**src/rtl/stage_fetch_pkg.sv**
```systemverilog
// Shared pipeline definitions: instruction field positions, NOP word,
// opcode constants and fetch FSM encodings. Decode and execute import it too.
package stage_fetch_pkg;

  localparam int unsigned INSN_WIDTH = 32;

  // Instruction field bit positions
  localparam int unsigned OPCODE_MSB = 31;
  localparam int unsigned OPCODE_LSB = 27;
  localparam int unsigned RD_MSB     = 26;
  localparam int unsigned RD_LSB     = 22;
  localparam int unsigned RS_MSB     = 21;
  localparam int unsigned RS_LSB     = 17;
  localparam int unsigned RT_MSB     = 16;
  localparam int unsigned RT_LSB     = 12;
  localparam int unsigned SHAMT_MSB  = 11;
  localparam int unsigned SHAMT_LSB  = 7;
  localparam int unsigned ALUOP_MSB  = 6;
  localparam int unsigned ALUOP_LSB  = 2;
  localparam int unsigned IMM_MSB    = 16;
  localparam int unsigned IMM_LSB    = 0;
  localparam int unsigned TARGET_MSB = 26;
  localparam int unsigned TARGET_LSB = 0;

  // Word inserted into the F/D latch on a bubble or squash
  localparam logic [INSN_WIDTH-1:0] NOP_WORD = 32'h0000_0000;

  // Opcode constants
  localparam logic [4:0] OPC_RTYPE = 5'b00000;
  localparam logic [4:0] OPC_JAL   = 5'b00011;

  // Fetch FSM states
  typedef enum logic {
    ST_BOOT = 1'b0,
    ST_RUN  = 1'b1
  } fetch_state_e;

endpackage

```
**src/rtl/stage_fetch_fd_latch.sv**
```systemverilog
// F/D pipeline register with hold and squash controls.
// Ports: clock/reset; i_hold keeps contents; i_squash loads NOP (wins over
// hold); i_insn/i_pc_plus1 are loaded otherwise. o_* are the latched values.
module stage_fetch_fd_latch
  import stage_fetch_pkg::*;
#(
  parameter int unsigned           PC_WIDTH = 12,
  parameter logic [INSN_WIDTH-1:0] NOP_INSN = NOP_WORD
) (
  input  logic                  clock,
  input  logic                  reset,
  input  logic                  i_hold,
  input  logic                  i_squash,
  input  logic [INSN_WIDTH-1:0] i_insn,
  input  logic [PC_WIDTH-1:0]   i_pc_plus1,
  output logic                  o_valid,
  output logic [INSN_WIDTH-1:0] o_insn,
  output logic [PC_WIDTH-1:0]   o_pc_plus1
);

  // Priority: squash > hold > load
  always_ff @(posedge clock or posedge reset) begin
    if (reset) begin
      o_valid    <= 1'b0;
      o_insn     <= NOP_INSN;
      o_pc_plus1 <= '0;
    end else if (i_squash) begin
      o_valid    <= 1'b0;
      o_insn     <= NOP_INSN;
      o_pc_plus1 <= '0;
    end else if (!i_hold) begin
      o_valid    <= 1'b1;
      o_insn     <= i_insn;
      o_pc_plus1 <= i_pc_plus1;
    end
  end

endmodule

```
**src/rtl/stage_fetch.sv**
```systemverilog
// Fetch stage: owns the PC, drives the instruction-memory address and
// registers the fetched word into the F/D latch, pre-split into fields.
// Ports: clock, reset (async, active-high); imem_addr/imem_data to the
// instruction memory; stall from the hazard unit; redirect_valid/redirect_pc
// from execute; fd_* F/D latch contents for decode.
// Optional macro FETCH_PERF_CTR_EN adds saturating perf_fetched/perf_bubbles.
module stage_fetch
  import stage_fetch_pkg::*;
#(
  parameter int unsigned           PC_WIDTH = 12,
  parameter logic [PC_WIDTH-1:0]   RESET_PC = '0,
  parameter logic [INSN_WIDTH-1:0] NOP_INSN = NOP_WORD
) (
  input  logic                  clock,
  input  logic                  reset,
  output logic [PC_WIDTH-1:0]   imem_addr,
  input  logic [INSN_WIDTH-1:0] imem_data,
  input  logic                  stall,
  input  logic                  redirect_valid,
  input  logic [PC_WIDTH-1:0]   redirect_pc,
  output logic                  fd_valid,
  output logic [PC_WIDTH-1:0]   fd_pc_plus1,
  output logic [4:0]            fd_opcode,
  output logic [4:0]            fd_rd,
  output logic [4:0]            fd_rs,
  output logic [4:0]            fd_rt,
  output logic [4:0]            fd_shamt,
  output logic [4:0]            fd_alu_op,
  output logic [16:0]           fd_imm,
  output logic [26:0]           fd_target
`ifdef FETCH_PERF_CTR_EN
  ,
  output logic [31:0]           perf_fetched,
  output logic [31:0]           perf_bubbles
`endif
);

  fetch_state_e          r_state;
  logic [PC_WIDTH-1:0]   r_pc;
  logic [PC_WIDTH-1:0]   w_pc_plus1;
  logic                  w_boot;
  logic                  w_squash;
  logic                  w_advance;
  logic [INSN_WIDTH-1:0] w_insn;

  assign w_boot     = (r_state == ST_BOOT);
  assign w_pc_plus1 = r_pc + PC_WIDTH'(1);  // wraps at 2^PC_WIDTH
  // BOOT keeps the latch at NOP just like a redirect does
  assign w_squash   = w_boot || redirect_valid;
  assign w_advance  = !w_boot && !redirect_valid && !stall;
  assign imem_addr  = r_pc;

  // PC register and BOOT/RUN FSM; redirect_pc is only sampled under redirect_valid
  always_ff @(posedge clock or posedge reset) begin
    if (reset) begin
      r_state <= ST_BOOT;
      r_pc    <= RESET_PC;
    end else begin
      r_state <= ST_RUN;
      if (redirect_valid) begin
        r_pc <= redirect_pc;
      end else if (w_advance) begin
        r_pc <= w_pc_plus1;
      end
    end
  end

  stage_fetch_fd_latch #(
    .PC_WIDTH (PC_WIDTH),
    .NOP_INSN (NOP_INSN)
  ) u_fd_latch (
    .clock      (clock),
    .reset      (reset),
    .i_hold     (stall),
    .i_squash   (w_squash),
    .i_insn     (imem_data),
    .i_pc_plus1 (w_pc_plus1),
    .o_valid    (fd_valid),
    .o_insn     (w_insn),
    .o_pc_plus1 (fd_pc_plus1)
  );

  // Field outputs are pure slices of the registered word
  assign fd_opcode = w_insn[OPCODE_MSB:OPCODE_LSB];
  assign fd_rd     = w_insn[RD_MSB:RD_LSB];
  assign fd_rs     = w_insn[RS_MSB:RS_LSB];
  assign fd_rt     = w_insn[RT_MSB:RT_LSB];
  assign fd_shamt  = w_insn[SHAMT_MSB:SHAMT_LSB];
  assign fd_alu_op = w_insn[ALUOP_MSB:ALUOP_LSB];
  assign fd_imm    = w_insn[IMM_MSB:IMM_LSB];
  assign fd_target = w_insn[TARGET_MSB:TARGET_LSB];

`ifdef FETCH_PERF_CTR_EN
  // Saturating event counters; the BOOT cycle counts as one bubble
  always_ff @(posedge clock or posedge reset) begin
    if (reset) begin
      perf_fetched <= '0;
      perf_bubbles <= '0;
    end else begin
      if (w_advance && (perf_fetched != 32'hFFFF_FFFF)) begin
        perf_fetched <= perf_fetched + 32'd1;
      end
      if (w_squash && (perf_bubbles != 32'hFFFF_FFFF)) begin
        perf_bubbles <= perf_bubbles + 32'd1;
      end
    end
  end
`endif

endmodule

```
**config.mk**
```make
export PLATFORM = sky130hd
export DESIGN_NAME = stage_fetch
export DESIGN_NICKNAME = d
export VERILOG_FILES = /design/src/rtl/stage_fetch_pkg.sv /design/src/rtl/stage_fetch_fd_latch.sv /design/src/rtl/stage_fetch.sv
export SDC_FILE = /design/constraint.sdc
export NUM_CORES = 1
export LEC_CHECK = 0
export BUFFER_PORTS_ARGS = -buffer_cell sky130_fd_sc_hd__buf_2
export CAP_MARGIN = 20
export CORE_ASPECT_RATIO = 0.6
export CORE_MARGIN = 2
export CORE_UTILIZATION = 48
export CTS_CLUSTER_DIAMETER = 100
export DETAILED_ROUTE_END_ITERATION = 8
export GPL_ROUTABILITY_DRIVEN = 0
export PLACE_DENSITY = 0.85
export SLEW_MARGIN = 20
export SYNTH_ARGS = -nofsm -noshare
export SYNTH_HDL_FRONTEND = slang
export SYNTH_SLANG_ARGS = --single-unit
```
**constraint.sdc**
```tcl
create_clock -name clock -period 3.8 [get_ports clock]
set_input_delay 0.95 -clock clock [delete_from_list [all_inputs] [get_ports clock]]
set_output_delay 0.95 -clock clock [all_outputs]
set_load 0.005 [all_outputs]
```
==> flow_metrics.py, run 1 <==
metrics = {
    "outcome": {
        "status": "finished clean",
    },
    "yosys": {
        "synth_common_cells": "dfrtp_1 (58), buf_4 (42), a22o_1 (33)",
        "netlist_instances": 250,
        "ys.warnings.count": 0,
        "dominantRegCellSynth": "dfrtp_1",
        "ys_seq_area_share_pct": 53.43,
        "synth_top_area_share_pct": 53.43,
        "synth_enable_flop_cells": 0,
        "synthesis.nets": 299,
        "synthDistinctLibCells": 34,
        "yosysMostFrequentCell": "dfrtp_1",
        "synth_largest_area_cell": "dfrtp_1",
        "ys_ff_latch": 58,
        "ys_top_cells_by_area": "dfrtp_1 (53%), buf_4 (12%), a22o_1 (11%)",
        "async_flop_share_pct": 100.0,
        "synth.avg_cell_area_um2": 10.87,
        "synth_area_mm2": 0.002716,
    },
    "worst_hold_path": {
        "hold_class": "reg2reg",
        "hold_path_depth": 2,
        "min_from": "u_fd_latch.o_pc_plus1[5]",
    },
    "cts": {
        "post_cts_buffers": 0,
        "path_clk_slew_ns": 0.06,
        "cts_max_path_buffers": 2,
        "hold_buffers": 0,
        "cts-resized-gates": 0,
        "h-tree-depth": 3,
        "numCtsBuffers": 9,
        "cts-root-buf": "clkbuf_8",
        "cts_tree": "yes",
        "cts_sinks": 58,
        "insertion_delay_ns": 0.33,
    },
    "layout": {
        "fin_util_pct": 61.54,
        "diodes": 0,
        "final_area_mm2": 0.003396,
        "area_growth_pct": 25.01,
        "layout-drive-gt1-share_pct": 46.65,
        "nNetsFinal": 402,
    },
    "timing": {
        "hold_viol_final": 0,
        "setup_viol": 0,
        "report.final.slew_viol_count": 0,
        "setup_ws_ns": 1.176,
        "grt_setup_unrepaired": "no",
        "fmax_mhz": 381.1,
        "fin_skew_ns": 0.006873,
        "timing.hold.ws_ns": 0.4730,
        "timing.final.crit_share_pct": 69.06,
        "setup_tns_ns": 0,
        "min_period_ns": 2.624,
        "worst_pin_slew_ns": 0.8432,
        "relSlewSlack_pct": 43.70,
    },
    "route": {
        "wl_per_cell_um": 15.33,
        "wl_um": 6546,
        "drt_iter0_drc": 172,
        "route.detailed.drc": 0,
        "drtPass1Iterations": 4,
        "ant_nets": 0,
        "via_per_inst": 5.253,
        "vias": 2243,
    },
    "placement": {
        "io_buffers": 146,
        "post-place-ws_ns": 0.8803,
        "dp_hpwl_um": 4637,
        "dpl_cell_area_mm2": 0.003198,
    },
    "setup_path": {
        "path_delay_family": "simple AND/OR/NAND/NOR gates",
        "cpMaxStageDelayCell": "or3b_1",
        "crit_cells": 5,
        "reg2reg_from": "r_state",
        "crit_arrival_ns": 2.83,
        "critPathRequiredTime_ns": 4.01,
        "cpPeakStageDelay_ns": 0.73,
        "path_cells": "buf_2 > or3b_1 > nor4_1 > nor3_1 > a221o_1",
        "crit_start": "redirect_valid",
        "reg2reg_depth": 4,
        "path_buf_inv": 1,
        "endpoint_kind": "flip-flop",
        "path_max_fanout": 24,
        "cp-start-kind": "input port",
        "criticalPathCategory": "in2reg",
    },
    "floorplanning": {
        "start_util_pct": 49.23,
        "rows": 21,
        "die_w_um": 101.1,
        "die_y_um": 62.27,
        "die_area_mm2": 0.006296,
        "ios": 147,
        "core_mm2": 0.005518,
    },
    "global_route": {
        "first_global_vias": 2028,
        "grt_pass1_wl_um": 10490,
        "grt_usage_pct": 21.69,
        "grt.overflow.total": 0,
        "antenna_found_initial": 0,
        "grt_max_degree": 42,
    },
    "power_and_ir_drop": {
        "p_leak_nw": 1.907,
        "cellPowerDensity_mw_per_mm2": 416.7,
        "irDropWorstVdd_mv": 0.1956,
    },
    "flow_run": {
        "max_cap_violations": 0,
    },
}
==> cell type report <==
cell class,count,area (um2)
fill,486,2122
sequential,58,1451
multi-input combinational,129,880.8
timing repair buffer,150,760.7
clock buffer,14,162.7
tap,69,86.33
clock inverter,2,35.03
inverter,5,18.77
==> where the power goes <==
part	internal (mW)	leakage [nW]	total (mW)	switching (mW)
clock	0.338	0.101	0.564	0.226
sequential	0.648	0.773	0.686	0.0378
combinational	0.0817	1.03	0.165	0.0837
==> kinds of logic after synthesis <==
logic type               after synthesis  synth area share (%)
flip-flops                            58                 53.43
AO/OA/AOI/OAI                         60                 17.46
buffers and inverters                 63                 14.56
AND/OR/NAND/NOR                       57                 10.73
adder cells (fa/ha/maj)                1                0.4605
other                                  1                0.1381
XOR/XNOR                              10                 3.225
==> path summary, 6_finish.rpt <==
check,to,slack (ns)
min in group asynchronous,u_fd_latch.o_insn[14],0.79
max,imem_addr[11],1.18
max in group asynchronous,u_fd_latch.o_insn[13],2.26
min,u_fd_latch.o_pc_plus1[5],0.47
max reg2reg,imem_addr[11],1.75
min reg2reg,u_fd_latch.o_pc_plus1[5],0.47
==> flip-flops by register name (all words and copies together), names as in the netlist <==
register               cells
u_fd_latch.o_insn         32
imem_addr                 12
u_fd_latch.o_pc_plus1     12
r_state                    1
u_fd_latch.o_valid         1
==> worst reg2reg max path, stage by stage, from the launching register on <==
cell	delay, ns
dfrtp_1	0.37
or3b_1	0.66
nor4_1	0.51
nor3_1	0.11
a221o_1	0.29
==> metal layers <==
metal	routed length (um)	part of all wire, %	track usage (%)
met4	74	1.1	7.095
met3	539	8.2	7.207
met2	3057	47	32.37
met5	0	0	0
met1	2874	44	29.93
==> layout by cell type, fill, tap and decap left out, types with 2 or more instances in the layout <==
cell type    n
nand2_1     21
nor2_1       6
nor4_1       3
a221o_1      6
o21ai_0     14
and3_1       2
a22o_1      33
buf_4        4
nand4_1      2
dfrtp_1     58
clkbuf_8    11
buf_2      146
nand3_1      8
clkbuf_1     3
xnor2_1      9
nor3_1       6
inv_1        4
==> metrics by stage <==
| stage | cells | total power, mW |
|---|---|---|
| 5_1_grt | 427 | 1.486 |
| 6_report | 427 | 1.415 |
| 2_1_floorplan | 250 | 0.7895 |
| 3_3_place_gp | 411 | 0.8577 |
| 3_5_place_dp | 411 | 0.8624 |
| 4_1_cts | 427 | 1.436 |
(Power assumes the default switching activity.)
==> run 2, diff against run 1 <==
--- a/config.mk
+++ b/config.mk
@@ -9,11 +9,11 @@
 export CAP_MARGIN = 20
 export CORE_ASPECT_RATIO = 0.6
 export CORE_MARGIN = 2
-export CORE_UTILIZATION = 48
+export CORE_UTILIZATION = 40
 export CTS_CLUSTER_DIAMETER = 100
 export DETAILED_ROUTE_END_ITERATION = 8
 export GPL_ROUTABILITY_DRIVEN = 0
-export PLACE_DENSITY = 0.85
+export PLACE_DENSITY = 0.76
 export SLEW_MARGIN = 20
 export SYNTH_ARGS = -nofsm -noshare
 export SYNTH_HDL_FRONTEND = slang
==> constraint.sdc (replaced) <==
create_clock -name clock -period 2.4 [get_ports clock]
set_input_delay 0.6 -clock clock [delete_from_list [all_inputs] [get_ports clock]]
set_output_delay 0.6 -clock clock [all_outputs]
set_load 0.005 [all_outputs]
==> run 2 against run 1 <==
Sequential power grew 59%. Critical path depth is the same. Sequential share of layout area decreased by 1.5 points. Largest power group is now clock.
==> flow_metrics.py, run 2 (synthesized netlist as in run 1, its figures left out) <==
metrics = {
    "outcome": {
        "status": "finished clean",
    },
    "cts": {
        "cts_tree": "yes",
        "path_clk_slew_ns": 0.05,
        "h-tree-depth": 3,
        "numCtsBuffers": 9,
        "hold_buffers": 0,
        "cts-resized-gates": 0,
        "insertion_delay_ns": 0.32,
        "cts_sinks": 58,
        "post_cts_buffers": 0,
        "cts-root-buf": "clkbuf_16",
        "cts_max_path_buffers": 2,
    },
    "setup_path": {
        "path_max_fanout": 7,
        "crit_arrival_ns": 1.99,
        "cp-start-kind": "flip-flop",
        "endpoint_kind": "flip-flop",
        "rrSetupSlack_ns": 0.60,
        "criticalPathCategory": "reg2reg",
        "critPathRequiredTime_ns": 2.60,
    },
    "route": {
        "wl_um": 6653,
        "drtPass1Iterations": 4,
        "vias": 2235,
        "ant_nets": 0,
        "drt_iter0_drc": 93,
        "route.detailed.drc": 0,
        "via_per_inst": 4.989,
        "wl_per_cell_um": 14.85,
    },
    "floorplanning": {
        "die_area_mm2": 0.007487,
        "start_util_pct": 41.04,
        "core_mm2": 0.006619,
        "ios": 147,
        "die_y_um": 67.83,
        "die_w_um": 110.4,
        "rows": 23,
    },
    "global_route": {
        "grt_usage_pct": 18.74,
        "first_global_vias": 2087,
        "grt.overflow.total": 0,
        "grt_pass1_wl_um": 10290,
        "antenna_found_initial": 0,
        "grt_max_degree": 37,
    },
    "flow_run": {
        "max_cap_violations": 0,
    },
    "timing": {
        "min_period_ns": 1.797,
        "worst_pin_slew_ns": 0.5029,
        "grt_setup_unrepaired": "no",
        "report.final.slew_viol_count": 0,
        "setup_tns_ns": 0,
        "timing.hold.ws_ns": 0.3084,
        "relSlewSlack_pct": 66.42,
        "fmax_mhz": 556.6,
        "timing.final.crit_share_pct": 74.86,
        "fin_skew_ns": 0.005613,
        "hold_viol_final": 0,
        "setup_viol": 0,
    },
    "placement": {
        "io_buffers": 146,
        "dp_hpwl_um": 4695,
        "place_inst": 432,
    },
    "layout": {
        "largest_reg_flops": 32,
        "mostFrequentLayoutCells": "buf_2 (146), dfrtp_1 (58), a22o_1 (33), nand2_1 (21), o21ai_0 (14)",
        "area_growth_pct": 29.62,
        "mostFrequentLayoutCell": "buf_2",
        "regArea_mm2": 0.001451,
        "diodes": 0,
        "fin_util_pct": 53.19,
        "regMostFlops": "u_fd_latch.o_insn",
        "multi_input_area_um2": 880.8,
        "stdcell_count": 448,
        "fillers": 611,
        "nNetsFinal": 405,
        "layout-drive-gt1-share_pct": 47.09,
    },
    "power_and_ir_drop": {
        "power_mw": 2.483,
        "irDropWorstVdd_mv": 0.3281,
        "cellPowerDensity_mw_per_mm2": 705.3,
        "p_leak_nw": 1.958,
    },
    "worst_hold_path": {
        "hold_class": "in2async",
    },
}
==> run 2: cell types whose count changed in the layout (fill, tap and decap cells not counted), sizes merged <==
| cell | previous run | this run |
|---|---|---|
| buf | 150 | 153 |
| bufinv | 1 | 0 |
| clkbuf | 14 | 13 |
| clkinv | 1 | 3 |
==> run 2: area by class of cell <==
cell class | count | area share [%]
well taps | 87 | 3.092
clock buffers | 13 | 7.107
flip-flops and latches | 58 | 41.22
multi-input cells | 129 | 25.02
inverters | 5 | 0.5330
clock inverters | 3 | 0.4264
repair buffers | 153 | 22.60
==> run 2: routing by layer <==
| metal | GRT usage [%] | share of wire [%] | vias up |
|---|---|---|---|
| met5 | 0 | 0 | - |
| met4 | 5.313 | 0.65 | 0 |
| met3 | 6.762 | 9.2 | 6 |
| met2 | 28.91 | 43 | 112 |
| met1 | 25.11 | 47 | 1053 |
| li1 | - | - | 1064 |
==> run 2: report_power, final <==
group          total, mW  switching (mW)  internal, mW
sequential          1.09          0.0608          1.03
combinational      0.268           0.134         0.134
clock               1.13           0.407         0.719
==> run 2: stage by stage <==
stage	setup WS, ns	cell area, um2
final	0.6033	3521
after global routing	0.4925	3521
after CTS	0.6113	3521
after detailed placement	0.3105	3256
after global placement	0.3890	3256
after floorplan	0.3720	2716
==> run 2: path summary, 6_finish.rpt <==
kind	start	end	cells past startpoint
max in group asynchronous	reset	u_fd_latch.o_pc_plus1[5]	3
min in group clock	u_fd_latch.o_pc_plus1[5]	u_fd_latch.o_pc_plus1[5]	2
hold / removal	reset	u_fd_latch.o_insn[13]	2
hold reg to reg	u_fd_latch.o_pc_plus1[5]	u_fd_latch.o_pc_plus1[5]	2
setup reg to reg	imem_addr[0]	imem_addr[10]	5
setup / recovery	imem_addr[0]	imem_addr[10]	5
==> run 2: worst max-delay path: stages (launching register included) <==
cell and delay [ns]:
dfrtp_1 0.44, ha_1 0.33, nand2_1 0.11, nor4_1 0.43, nor3_1 0.10, a221o_1 0.27
==> run 3, diff against run 2 <==
--- a/config.mk
+++ b/config.mk
@@ -9,11 +9,11 @@
 export CAP_MARGIN = 20
 export CORE_ASPECT_RATIO = 0.6
 export CORE_MARGIN = 2
-export CORE_UTILIZATION = 40
+export CORE_UTILIZATION = 45
 export CTS_CLUSTER_DIAMETER = 100
 export DETAILED_ROUTE_END_ITERATION = 8
 export GPL_ROUTABILITY_DRIVEN = 0
-export PLACE_DENSITY = 0.76
+export PLACE_DENSITY = 0.8
 export SLEW_MARGIN = 20
 export SYNTH_ARGS = -nofsm -noshare
 export SYNTH_HDL_FRONTEND = slang
==> constraint.sdc (replaced) <==
create_clock -name clock -period 1.73 [get_ports clock]
set_input_delay 0.4325 -clock clock [delete_from_list [all_inputs] [get_ports clock]]
set_output_delay 0.4325 -clock clock [all_outputs]
set_load 0.005 [all_outputs]
==> run 3 against run 2 <==
Final cell count increased by 0.67%. Power increased by 28%. Critical path depth unchanged. Via count increased by 1.8%. Global-route usage increased by 2.3 points. Combinational power increased by 59%. Utilization increased by 9.0 points. Die area decreased by 11%. Hold slack got worse by 0.19 ns. Routed wire length increased by 1.9%. Sequential share of layout area decreased by 0.29 points. Cell area increased by 0.71%. Critical endpoint is now imem_addr[4].
==> flow_metrics.py, run 3 (synthesized netlist as in run 1, its figures left out) <==
metrics = {
    "outcome": {
        "status": "finished clean",
    },
    "route": {
        "drt_iter0_drc": 114,
        "drtPass1Iterations": 4,
        "wl_per_cell_um": 15.04,
        "wl_um": 6782,
        "route.detailed.drc": 0,
        "vias": 2276,
        "via_per_inst": 5.047,
        "ant_nets": 0,
    },
    "floorplanning": {
        "die_y_um": 64.18,
        "start_util_pct": 47.64,
        "core_mm2": 0.005702,
        "die_w_um": 104.3,
        "rows": 21,
        "ios": 147,
        "die_area_mm2": 0.006694,
    },
    "layout": {
        "area_growth_pct": 30.54,
        "regMostFlops": "u_fd_latch.o_insn",
        "diodes": 0,
        "layout-drive-gt1-share_pct": 49.60,
        "stdcell_count": 451,
        "mostFrequentLayoutCells": "buf_2 (146), dfrtp_1 (58), a22o_1 (33), nand2_1 (21), buf_4 (17)",
        "nNetsFinal": 416,
        "mostFrequentLayoutCell": "buf_2",
        "largest_reg_flops": 32,
    },
    "timing": {
        "grt_setup_unrepaired": "no",
        "hold_viol_final": 0,
        "fin_skew_ns": 0.007155,
        "setup_ws_ns": 0.09112,
        "timing.final.crit_share_pct": 94.73,
        "setup_viol": 0,
        "setup_tns_ns": 0,
        "fmax_mhz": 610.2,
        "report.final.slew_viol_count": 0,
        "min_period_ns": 1.639,
    },
    "power_and_ir_drop": {
        "power_mw": 3.188,
        "power_frac_comb_pct": 13.4,
        "cellPowerDensity_mw_per_mm2": 899.0,
        "seq_power_share_pct": 46.8,
        "swShare_pct": 24.40,
        "p_switching_mw": 0.7777,
        "p_int_mw": 2.410,
        "irDropWorstVdd_mv": 0.4194,
        "p_leak_nw": 1.980,
        "clockPowerShare_pct": 39.8,
    },
    "placement": {
        "io_buffers": 146,
        "place_inst": 436,
        "dp_hpwl_um": 5080,
        "post-place-ws_ns": -0.09247,
    },
    "cts": {
        "h-tree-depth": 3,
        "path_clk_slew_ns": 0.06,
        "insertion_delay_ns": 0.33,
        "cts_tree": "yes",
        "hold_buffers": 0,
        "cts-resized-gates": 0,
        "post_cts_buffers": 0,
        "cts-root-buf": "clkbuf_8",
        "numCtsBuffers": 9,
        "cts_max_path_buffers": 2,
        "cts_sinks": 58,
    },
    "setup_path": {
        "crit_arrival_ns": 1.84,
        "endpoint_kind": "flip-flop",
        "path_cells": "or3b_4 > buf_4 > nand2b_1 > o21ai_0 > a221o_1",
        "path_delay_family": "simple AND/OR/NAND/NOR gates",
        "rrSetupSlack_ns": 0.09,
        "path_buf_inv": 1,
        "criticalPathCategory": "reg2reg",
        "cp-start-kind": "flip-flop",
        "cpPeakStageDelay_ns": 0.41,
        "critPathRequiredTime_ns": 1.94,
        "cpMaxStageDelayCell": "or3b_4",
        "path_max_fanout": 21,
    },
    "worst_hold_path": {
        "hold_class": "in2async",
    },
    "global_route": {
        "grt.overflow.total": 0,
        "use_met1_pct": 28.08,
        "grt_usage_pct": 21.03,
        "first_global_vias": 2122,
        "grt_max_degree": 26,
        "globalRouteMet3Util_pct": 8.265,
        "met2_usage_pct": 31.86,
        "grt_pass1_wl_um": 10800,
        "busiest_layer": "met2",
        "antenna_found_initial": 0,
    },
    "flow_run": {
        "max_cap_violations": 0,
    },
}
-- run 3: cell count changes in the layout (fill, tap and decap cells not counted), sizes merged --
| cell | before | now |
|---|---|---|
| buf | 153 | 164 |
| bufinv | 0 | 1 |
| clkinv | 3 | 1 |
| clkinvlp | 0 | 1 |
| inv | 5 | 4 |
-- run 3: power by group through the flow --
stage | sequential (mW) | clock, mW | combinational, mW
after floorplan | 1.51 | 0 | 0.228
after global placement | 1.51 | 0 | 0.418
after detailed placement | 1.51 | 0 | 0.428
after CTS | 1.49 | 1.31 | 0.429
after global routing | 1.50 | 1.37 | 0.470
final | 1.49 | 1.27 | 0.426
-- run 3: worst paths after layout --
check / to / depth (start not counted) / from
max: imem_addr[4] / 5 / r_state
max reg2reg: imem_addr[4] / 5 / r_state
min in group clock: u_fd_latch.o_insn[9] / 2 / imem_data[9]
min reg2reg: u_fd_latch.o_pc_plus1[5] / 2 / u_fd_latch.o_pc_plus1[5]
max in group asynchronous: u_fd_latch.o_insn[14] / 3 / reset
min: r_state / 2 / reset
-- run 3: metal layers --
layer	part of all wire, %	up-vias
met1	46	1067
met4	1.0	0
met2	44	116
li1	-	1082
met5	0	-
met3	9.2	11
-- run 3: through the flow --
stage	utilization (%)	area (um2)	hold slack (ns)
floorplan	-	2720	0.4730
global placement	58.46	3333	0.4575
detailed placement	58.46	3333	0.4690
CTS	62.04	3537	0.1062
global route	62.19	3546	0.1258
finish	62.19	3546	0.1179
-- run 3: final cells by class --
class / instances / area [um2]
fill: 479 / 2156
clock inverter: 2 / 35.03
inverter: 5 / 22.52
clock buffer: 13 / 168.9
multi-input combinational: 129 / 889.6
tap: 80 / 100.1
sequential: 58 / 1451
timing repair buffer: 164 / 878.3
